<file path="config.mk">
export PLATFORM = sky130hd
export DESIGN_NAME = apb_gpio_multi
export DESIGN_NICKNAME = d
export VERILOG_FILES = /design/src/rtl/apb_gpio_multi.sv
export SDC_FILE = /design/constraint.sdc
export NUM_CORES = 1
export LEC_CHECK = 0
export BUFFER_PORTS_ARGS = -buffer_cell sky130_fd_sc_hd__buf_2
export CELL_PAD_IN_SITES_DETAIL_PLACEMENT = 2
export CELL_PAD_IN_SITES_GLOBAL_PLACEMENT = 2
export CORE_ASPECT_RATIO = 1.75
export CORE_MARGIN = 4
export CORE_UTILIZATION = 30
export CTS_CLUSTER_DIAMETER = 60
export DETAILED_ROUTE_END_ITERATION = 12
export PLACE_DENSITY_LB_ADDON = 0.1
export SETUP_SLACK_MARGIN = 0.02
export SYNTH_ARGS = -nofsm -noshare
export SYNTH_HDL_FRONTEND = slang
export SYNTH_SLANG_ARGS = --single-unit
</file>
<file path="constraint.sdc">
create_clock -name clk_i -period 2 [get_ports clk_i]
set_input_delay 0.3 -clock clk_i [delete_from_list [all_inputs] [get_ports clk_i]]
set_output_delay 0.3 -clock clk_i [all_outputs]
set_load 0.03 [all_outputs]
</file>
<file path="src/rtl/apb_gpio_multi.sv">
// apb_gpio_multi: parametrised APB GPIO slave with per-pin direction,
// atomic set/clear of outputs and level/edge interrupts.
// Optional input debounce filter is built when GPIO_DEBOUNCE_EN is defined;
// without it the filter is bypassed and offset 0x24 is unmapped.
module apb_gpio_multi #(
  parameter int APB_ADDR_WIDTH = 12,
  parameter int NUM_GPIO       = 32,
  parameter int DB_CNT_WIDTH   = 16
) (
  input  logic                      clk_i,
  input  logic                      rst_i,
  input  logic [APB_ADDR_WIDTH-1:0] PADDR,
  input  logic [31:0]               PWDATA,
  input  logic                      PWRITE,
  input  logic                      PSEL,
  input  logic                      PENABLE,
  output logic [31:0]               PRDATA,
  output logic                      PREADY,
  output logic                      PSLVERR,
  input  logic [NUM_GPIO-1:0]       gpio_in,
  output logic [NUM_GPIO-1:0]       gpio_out,
  output logic [NUM_GPIO-1:0]       gpio_dir,
  output logic                      interrupt
);

  localparam int WORD_W = APB_ADDR_WIDTH - 2;

  localparam logic [WORD_W-1:0] OFF_DIR    = WORD_W'(0);
  localparam logic [WORD_W-1:0] OFF_IN     = WORD_W'(1);
  localparam logic [WORD_W-1:0] OFF_OUT    = WORD_W'(2);
  localparam logic [WORD_W-1:0] OFF_SET    = WORD_W'(3);
  localparam logic [WORD_W-1:0] OFF_CLR    = WORD_W'(4);
  localparam logic [WORD_W-1:0] OFF_EN     = WORD_W'(5);
  localparam logic [WORD_W-1:0] OFF_TYPE   = WORD_W'(6);
  localparam logic [WORD_W-1:0] OFF_POL    = WORD_W'(7);
  localparam logic [WORD_W-1:0] OFF_STATUS = WORD_W'(8);
`ifdef GPIO_DEBOUNCE_EN
  localparam logic [WORD_W-1:0] OFF_THRESH = WORD_W'(9);
`endif

  logic [NUM_GPIO-1:0] r_dir, r_out, r_intEn, r_intType, r_intPol, r_intStatus;
  logic [NUM_GPIO-1:0] r_sync1, r_sync2, r_filt, r_prev;
  logic                r_irq;

  logic [WORD_W-1:0]   w_word;
  logic                w_access, w_write, w_mapped;
  logic [NUM_GPIO-1:0] w_wdata, w_clrMask, w_event;
  logic [NUM_GPIO-1:0] w_level, w_rise, w_fall, w_edge;
  logic [31:0]         w_rdata;
  logic                w_unusedBits;

  assign w_word       = PADDR[APB_ADDR_WIDTH-1:2];
  assign w_access     = PSEL & PENABLE;
  assign w_write      = w_access & PWRITE;
  assign w_wdata      = PWDATA[NUM_GPIO-1:0];
  assign w_unusedBits = &{1'b0, PADDR[1:0], PWDATA};

`ifdef GPIO_DEBOUNCE_EN
  logic [DB_CNT_WIDTH-1:0] r_dbThresh;
  logic [DB_CNT_WIDTH-1:0] r_dbCnt [NUM_GPIO];
  logic [NUM_GPIO-1:0]     w_dbHit, w_dbSat;
`else
  logic [DB_CNT_WIDTH-1:0] w_unusedDbCnt;
  assign w_unusedDbCnt = '0;
`endif

  // Read mux and address decode; unmapped offsets flag an error and read 0
  always_comb begin
    w_mapped = 1'b1;
    w_rdata  = '0;
    case (w_word)
      OFF_DIR:    w_rdata = 32'(r_dir);
      OFF_IN:     w_rdata = 32'(r_filt);
      OFF_OUT:    w_rdata = 32'(r_out);
      OFF_SET:    w_rdata = '0;
      OFF_CLR:    w_rdata = '0;
      OFF_EN:     w_rdata = 32'(r_intEn);
      OFF_TYPE:   w_rdata = 32'(r_intType);
      OFF_POL:    w_rdata = 32'(r_intPol);
      OFF_STATUS: w_rdata = 32'(r_intStatus);
`ifdef GPIO_DEBOUNCE_EN
      OFF_THRESH: w_rdata = 32'(r_dbThresh);
`endif
      default:    w_mapped = 1'b0;
    endcase
  end

  assign PREADY   = 1'b1;
  assign PSLVERR  = w_access & ~w_mapped;
  assign PRDATA   = (w_access & w_mapped) ? w_rdata : 32'h0;
  assign gpio_out = r_out;
  assign gpio_dir = r_dir;
  assign interrupt = r_irq;

  // Configuration registers; set and clear offsets modify OUT atomically
  always_ff @(posedge clk_i) begin
    if (rst_i) begin
      r_dir     <= '0;
      r_out     <= '0;
      r_intEn   <= '0;
      r_intType <= '0;
      r_intPol  <= '0;
    end else if (w_write) begin
      case (w_word)
        OFF_DIR:  r_dir     <= w_wdata;
        OFF_OUT:  r_out     <= w_wdata;
        OFF_SET:  r_out     <= r_out | w_wdata;
        OFF_CLR:  r_out     <= r_out & ~w_wdata;
        OFF_EN:   r_intEn   <= w_wdata;
        OFF_TYPE: r_intType <= w_wdata;
        OFF_POL:  r_intPol  <= w_wdata;
        default:  ;
      endcase
    end
  end

  // Two-flop synchroniser plus the previous filtered value for edge detection
  always_ff @(posedge clk_i) begin
    if (rst_i) begin
      r_sync1 <= '0;
      r_sync2 <= '0;
      r_prev  <= '0;
    end else begin
      r_sync1 <= gpio_in;
      r_sync2 <= r_sync1;
      r_prev  <= r_filt;
    end
  end

`ifdef GPIO_DEBOUNCE_EN
  // Debounce threshold register
  always_ff @(posedge clk_i) begin
    if (rst_i) begin
      r_dbThresh <= '0;
    end else if (w_write && (w_word == OFF_THRESH)) begin
      r_dbThresh <= PWDATA[DB_CNT_WIDTH-1:0];
    end
  end

  // Per-pin hit/saturation flags; a zero threshold hits immediately (bypass)
  always_comb begin
    w_dbHit = '0;
    w_dbSat = '0;
    for (int i = 0; i < NUM_GPIO; i++) begin
      w_dbHit[i] = ({1'b0, r_dbCnt[i]} + (DB_CNT_WIDTH + 1)'(1)) >= {1'b0, r_dbThresh};
      w_dbSat[i] = &r_dbCnt[i];
    end
  end

  // Debounce counters; a 1-bit input that changes while differing becomes equal, so equality covers the restart
  always_ff @(posedge clk_i) begin
    if (rst_i) begin
      r_filt <= '0;
      for (int i = 0; i < NUM_GPIO; i++) r_dbCnt[i] <= '0;
    end else begin
      for (int i = 0; i < NUM_GPIO; i++) begin
        if (r_sync2[i] == r_filt[i]) begin
          r_dbCnt[i] <= '0;
        end else if (w_dbHit[i]) begin
          r_filt[i]  <= r_sync2[i];
          r_dbCnt[i] <= '0;
        end else if (!w_dbSat[i]) begin
          r_dbCnt[i] <= r_dbCnt[i] + DB_CNT_WIDTH'(1);
        end
      end
    end
  end
`else
  // Filter bypassed: filtered value follows the synchroniser output
  always_ff @(posedge clk_i) begin
    if (rst_i) r_filt <= '0;
    else       r_filt <= r_sync2;
  end
`endif

  // Per-pin event: level match or polarity-selected edge of the filtered value
  always_comb begin
    w_level = ~(r_filt ^ r_intPol);
    w_rise  = r_filt & ~r_prev;
    w_fall  = ~r_filt & r_prev;
    w_edge  = (r_intPol & w_rise) | (~r_intPol & w_fall);
    w_event = (r_intType & w_edge) | (~r_intType & w_level);
    w_clrMask = (w_write && (w_word == OFF_STATUS)) ? w_wdata : '0;
  end

  // Status is W1C but a simultaneous event wins; interrupt follows one cycle later
  always_ff @(posedge clk_i) begin
    if (rst_i) begin
      r_intStatus <= '0;
      r_irq       <= 1'b0;
    end else begin
      r_intStatus <= (r_intStatus & ~w_clrMask) | w_event;
      r_irq       <= |(r_intStatus & r_intEn);
    end
  end

endmodule
</file>
==> flow_metrics.py, run 1 <==
metrics = {
    "synth": {
        "synth_top_family_by_area": "simple AND/OR/NAND/NOR gates",
        "synthFlopType": "dfxtp_1",
        "ys_ff_latch": 321,
        "synth_cell_types": 54,
        "synthSimpleGateAreaFrac_pct": 23.6,
        "syn_area_um2": 14000,
        "synth_edf_count": 0,
        "async_reset_ff_share_pct": 0,
        "synth_compound_area_share_pct": 20.7,
        "synth_xor_area_share_pct": 0,
        "ys_seq_area_share_pct": 45.9,
        "yosysWarnings": 0,
        "synth_area_leaders": "dfxtp_1, nor2b_1, nand2_1",
        "synthMuxAreaShare_pct": 4.78,
        "yosys.area_share.adder_pct": 0,
        "synth_top_cell_by_area": "dfxtp_1",
        "synth_commonest_cells": "dfxtp_1, nand2_1, nor2b_1",
        "synth_nets": 1711,
        "synthCells": 1630,
        "synth_top_area_share_pct": 45.9,
        "syn_avg_cell_area_um2": 8.60,
        "synth.most_common_cell": "dfxtp_1",
    },
    "worst_setup_path": {
        "r2r_cells": 4,
        "slowest_stage": "or4_4",
        "arrival_ps": 2030,
        "crit_top_cell": "buf_6",
        "worstPathMaxFanout": 11,
        "worstPathRequired_ps": 1700,
        "cp-start-kind": "primary input",
        "cp_slowest_stage_delay_ps": 630,
        "critical_path_class": "primary input to primary output",
        "path_cells": "buf_6 > nor2b_2 > o21a_1 > or4_4 > buf_12 > a41oi_4 > buf_6",
        "crit_path_end_kind": "primary output",
    },
    "outcome": {
        "violations": "negative setup slack",
        "outcome": "finished with violations",
    },
    "detailed_routing": {
        "post-route-drc-count": 0,
        "num_vias": 13700,
        "vias_per_cell": 5.47,
        "ant_nets": 0,
        "first_pass_iters": 5,
        "drt-total-wl_um": 66100,
        "wire_per_inst_um": 26.4,
        "drt_iter0_markers": 715,
    },
    "placement": {
        "place_inst": 2392,
        "dpl_cell_area_um2": 16900,
        "hpwl_um": 46500,
        "place_congestion": 0.851,
        "port_buffers": 176,
    },
    "sta": {
        "hold_violations": 0,
        "layout_setup_ws_ps": -334,
        "fin_crit_sh_pct": 117,
        "setup_viol": 32,
        "max_freq_mhz": 428,
        "maxSlewViolCount": 0,
        "tightestPinTransition_ps": 758,
        "timing.setup.tns_ps": -8840,
        "relSlewSlack_pct": 48.2,
        "period_needed_ps": 2330,
        "rsz0062_at_grt": "true",
        "skew_ps": 15.0,
        "hold_slack_ps": 31.0,
    },
    "layout": {
        "nets": 1970,
        "area_delta_synth_final_pct": 35.5,
        "finish.instance_area_um2": 19000,
        "finalNonFillerCells": 2498,
        "drive_gt1_share_pct": 29.0,
        "fillerInstances": 5089,
    },
    "floorplan": {
        "initial_core_util_pct": 30.4,
        "fp.dieW_um": 171,
        "pin_count": 180,
        "die_h_um": 294,
        "rows": 104,
        "dieArea_um2": 50400,
        "core_um2": 46100,
    },
    "global_route": {
        "grt_max_degree": 113,
        "grt_overflow": 0,
        "first_global_vias": 15200,
        "grt_pass1_wl_um": 96800,
        "antenna_found_initial": 1,
        "track_usage_pct": 25.6,
    },
    "power": {
        "comb_power_share_pct": 6.8,
        "clock_power_share_pct": 48.1,
        "p_sw_mw": 3.47,
        "peakVddDrop_v": 0.000495,
        "sw_frac_of_total_pct": 23.6,
        "power_mw": 14.7,
        "power_per_cell_area_nw_per_um2": 775,
        "seq_power_share_pct": 45.0,
        "intPower_mw": 11.2,
        "leakage_nw": 7.00,
    },
    "cts": {
        "clkSinkCount": 321,
        "cts_tree": "yes",
        "cts-root-buf": "clkbuf_16",
        "cts_htree_levels": 2,
        "cts_buffer_depth": 3,
        "clkLatencyLatePin_ps": 530,
        "clkTransAtPathRegs_ps": 60,
        "cts_made_buffers": 36,
    },
    "worst_hold_path": {
        "min_path_cells": 2,
        "hold_path.class": "primary input to flop",
    },
    "job": {
        "maxCapViolations": 0,
    },
}
-- worst paths after layout --
path	from	endpoint	slack, ps
max	PADDR[3]	PRDATA[3]	-330
min	rst_i	r_intPol[25]	30
max reg2reg	r_intStatus[26]	interrupt	330
min reg2reg	r_sync2[16]	r_filt[16]	440
-- cells in the final DEF (no fill, tap or decap), types with 12 or more instances in the layout --
cell type and n:
a2111oi_0 31, a21oi_1 141, a21oi_2 32, a21oi_4 31, a22oi_1 28, a31oi_1 32
and3_1 12, buf_12 29, buf_2 133, buf_4 104, buf_6 47, clkbuf_16 38
dfxtp_1 318, dlygate4sd3_1 32, inv_1 32, mux2_2 39, mux2i_1 23, nand2_1 268
nand2_2 30, nand3_1 13, nand3b_1 23, nor2b_1 193, nor3_1 35, o21ai_0 49
o21ai_1 25, o31ai_1 32
-- per-layer routing --
layer  share of wire, %  global-route usage (%)  wire, um  vias to the layer above
met4                5.3                    11.9      3470                        0
met5                  0                       0         0                        -
met2                 51                    46.2     33800                      365
li1                   -                       -         -                     6222
met1                 40                    29.5     26400                     6930
met3                3.7                    3.39      2460                      143
-- area by class of cell --
cell class,count,area (um2),area share [%]
clock inverter,7,139,0.732
tap,583,729,3.84
clock buffer,55,1100,5.81
multi-input combinational,1148,7490,39.5
sequential,321,6430,33.9
antenna,2,5.00,0.0264
inverter,32,120,0.633
timing repair buffer,350,2960,15.6
-- sequential cells by signal, indices dropped and copies added, names as in the netlist --
name / cells
r_intPol: 32
r_intEn: 32
r_intStatus: 32
gpio_out: 32
interrupt: 1
r_sync2: 32
gpio_dir: 32
r_prev: 32
r_intType: 32
r_filt: 32
r_sync1: 32
-- critical path: cells and delay by family --
kind | cells | cell delay, ps
AO/OA/AOI/OAI | 2 | 380
buffers and inverters | 3 | 520
AND/OR/NAND/NOR | 2 | 810
-- power by group through the flow --
stage	registers, mW	clock network (mW)	logic (mW)
after global placement	6.76	0	0.886
after detailed placement	6.77	0	0.902
after floorplan	6.71	0	0.435
final	6.62	7.08	1.00
after global routing	6.63	7.51	1.07
after CTS	6.62	7.28	0.986
-- kinds of logic (layout without fill, tap and decap cells) --
| kind of cell | Yosys count | count (layout) |
|---|---|---|
| simple gates | 629 | 629 |
| compound gates | 456 | 456 |
| flops | 321 | 321 |
| buf+inv | 161 | 444 |
| mux | 62 | 62 |
| other cells | 1 | 3 |
-- per-stage QoR --
step / utilization, % / setup slack [ps]
floorplan: - / -140
global placement: 36.6 / -624
detailed placement: 36.6 / -591
CTS: 41.0 / -329
global route: 41.2 / -388
finish: 41.2 / -334
-- repair_timing --
item | in CTS | in global routing
cloned | 0 | 1
buffers inserted | 8 | 2
setup endpoints to repair | 34 | 33
pin swaps | 16 | 12
endpoints found under the hold margin | 32 | 0
resized for setup | 118 | 17
hold buffers | 32 | 0
No activity file was read; power rests on OpenSTA's default activity.
==> run 2: changes to the inputs <==
--- a/config.mk
+++ b/config.mk
@@ -5,7 +5,6 @@
 export SDC_FILE = /design/constraint.sdc
 export NUM_CORES = 1
 export LEC_CHECK = 0
-export BUFFER_PORTS_ARGS = -buffer_cell sky130_fd_sc_hd__buf_2
 export CELL_PAD_IN_SITES_DETAIL_PLACEMENT = 2
 export CELL_PAD_IN_SITES_GLOBAL_PLACEMENT = 2
 export CORE_ASPECT_RATIO = 1.75
@@ -13,6 +12,7 @@
 export CORE_UTILIZATION = 30
 export CTS_CLUSTER_DIAMETER = 60
 export DETAILED_ROUTE_END_ITERATION = 12
+export DONT_BUFFER_PORTS = 1
 export PLACE_DENSITY_LB_ADDON = 0.1
 export SETUP_SLACK_MARGIN = 0.02
 export SYNTH_ARGS = -nofsm -noshare
==> flow_metrics.py, run 2 (synthesis gave the netlist of run 1 again) <==
metrics = {
    "job": {
        "maxCapViolations": 0,
    },
    "placement": {
        "port_buffers": 0,
        "place_inst": 2280,
        "dpl_cell_area_um2": 16600,
        "hpwl_um": 44200,
        "place_congestion": 0.808,
    },
    "worst_setup_path": {
        "cp_num_buf_inv": 3,
        "arrival_ps": 1940,
        "path_cells": "nor4_4 > buf_4 > nand2_2 > or4_4 > buf_12 > buf_16 > a21oi_4",
        "worstPathMaxFanout": 5,
        "worstPathRequired_ps": 1700,
        "crit_path_end_kind": "primary output",
        "cp-start-kind": "primary input",
        "cp_slowest_stage_delay_ps": 550,
        "slowest_stage": "or4_4",
        "critical_path_class": "primary input to primary output",
        "critPathTopFamily": "simple AND/OR/NAND/NOR gates",
    },
    "global_route": {
        "first_global_vias": 15300,
        "grt_pass1_wl_um": 101000,
        "antenna_found_initial": 0,
        "grt_overflow": 0,
        "track_usage_pct": 26.8,
        "grt_max_degree": 323,
    },
    "cts": {
        "clkLatencyLatePin_ps": 540,
        "cts_htree_levels": 2,
        "cts_buffer_depth": 3,
        "cts_made_buffers": 36,
        "cts-root-buf": "clkbuf_16",
        "cts_tree": "yes",
        "clkTransAtPathRegs_ps": 60,
        "clkSinkCount": 321,
    },
    "sta": {
        "skew_ps": 7.54,
        "relSlewSlack_pct": 55.3,
        "setup_viol": 43,
        "max_freq_mhz": 446,
        "hold_violations": 72,
        "fin_crit_sh_pct": 112,
        "period_needed_ps": 2240,
        "maxSlewViolCount": 0,
        "rsz0062_at_grt": "true",
        "tightestPinTransition_ps": 671,
        "timing.setup.tns_ps": -6270,
        "layout_setup_ws_ps": -241,
        "hold_slack_ps": -147,
    },
    "floorplan": {
        "dieArea_um2": 50400,
        "pin_count": 180,
        "core_um2": 46100,
        "fp.dieW_um": 171,
        "initial_core_util_pct": 30.4,
        "rows": 104,
        "die_h_um": 294,
    },
    "layout": {
        "finish.instance_area_um2": 20700,
        "mostFrequentLayoutCells": "dfxtp_1, nand2_1, dlygate4sd3_1",
        "final_common_cell": "dfxtp_1",
        "finalNonFillerCells": 2577,
        "nets": 2046,
        "area_delta_synth_final_pct": 47.4,
        "drive_gt1_share_pct": 23.9,
    },
    "detailed_routing": {
        "wire_per_inst_um": 27.0,
        "ant_nets": 0,
        "num_vias": 14100,
        "vias_per_cell": 5.49,
        "drt-total-wl_um": 69500,
        "post-route-drc-count": 0,
        "first_pass_iters": 7,
        "drt_iter0_markers": 878,
    },
    "power": {
        "peakVddDrop_v": 0.000628,
        "power_per_cell_area_nw_per_um2": 726,
        "power_mw": 15.0,
        "leakage_nw": 7.67,
    },
    "worst_hold_path": {
        "hold_path.class": "primary input to flop",
    },
    "outcome": {
        "outcome": "finished with violations",
        "violations": "negative hold slack, negative setup slack",
    },
}
-- run 2: cell types whose count changed in the layout (fill, tap and decap cells not counted), sizes merged, moves of 4 or more --
cell	before	now
buf	317	212
clkinv	2	7
bufinv	4	8
dlygate4sd3	32	212
clkbuf	56	50
-- run 2: routing by layer --
| metal | wire length, um | share of wire, % | vias to the layer above | track usage, % |
|---|---|---|---|---|
| met5 | 0 | 0 | - | 0 |
| li1 | - | - | 6387 | - |
| met1 | 27300 | 39 | 7293 | 31.0 |
| met3 | 2980 | 4.3 | 99 | 3.82 |
| met2 | 36700 | 53 | 365 | 49.5 |
| met4 | 2510 | 3.6 | 0 | 9.40 |
-- run 2: power by group --
group | internal (mW) | switching, mW | leakage, nW
logic | 0.457 | 0.380 | 4.41
clock network | 4.65 | 2.90 | 0.647
registers | 6.52 | 0.107 | 2.62
-- run 2: cell type report --
cell class / count / area [um2]
inverters: 32 / 120
fillers: 4963 / 25400
well taps: 583 / 729
multi-input cells: 1148 / 7610
diodes: 3 / 7.51
clock buffers: 49 / 1030
flip-flops and latches: 321 / 6440
repair buffers: 426 / 4440
clock inverters: 15 / 279
-- run 2: timing repair --
item,CTS,global route
pin swaps,22,9
hold buffers,210,2
gates resized for setup,39,42
endpoints found under the setup margin,32,47
gates cloned,3,2
buffers inserted,9,4
endpoints found under the hold margin,319,128
-- run 2: final timing paths --
check / start / endpoint / slack (ps) / cells past startpoint
worst max register to register: r_intType[21] / r_intStatus[21] / 410 / 5
worst min register to register: r_intEn[14] / r_intEn[14] / 470 / 2
worst min-delay path: rst_i / gpio_dir[25] / -150 / 1
worst max-delay path: PADDR[7] / PRDATA[25] / -240 / 7
-- run 2: metrics by stage --
| step | util, % | worst slack (ps) |
|---|---|---|
| final | 44.9 | -241 |
| after global routing | 44.8 | -291 |
| after CTS | 44.2 | -243 |
| after detailed placement | 36.1 | -293 |
| after global placement | 36.1 | -291 |
| after floorplan | - | -140 |
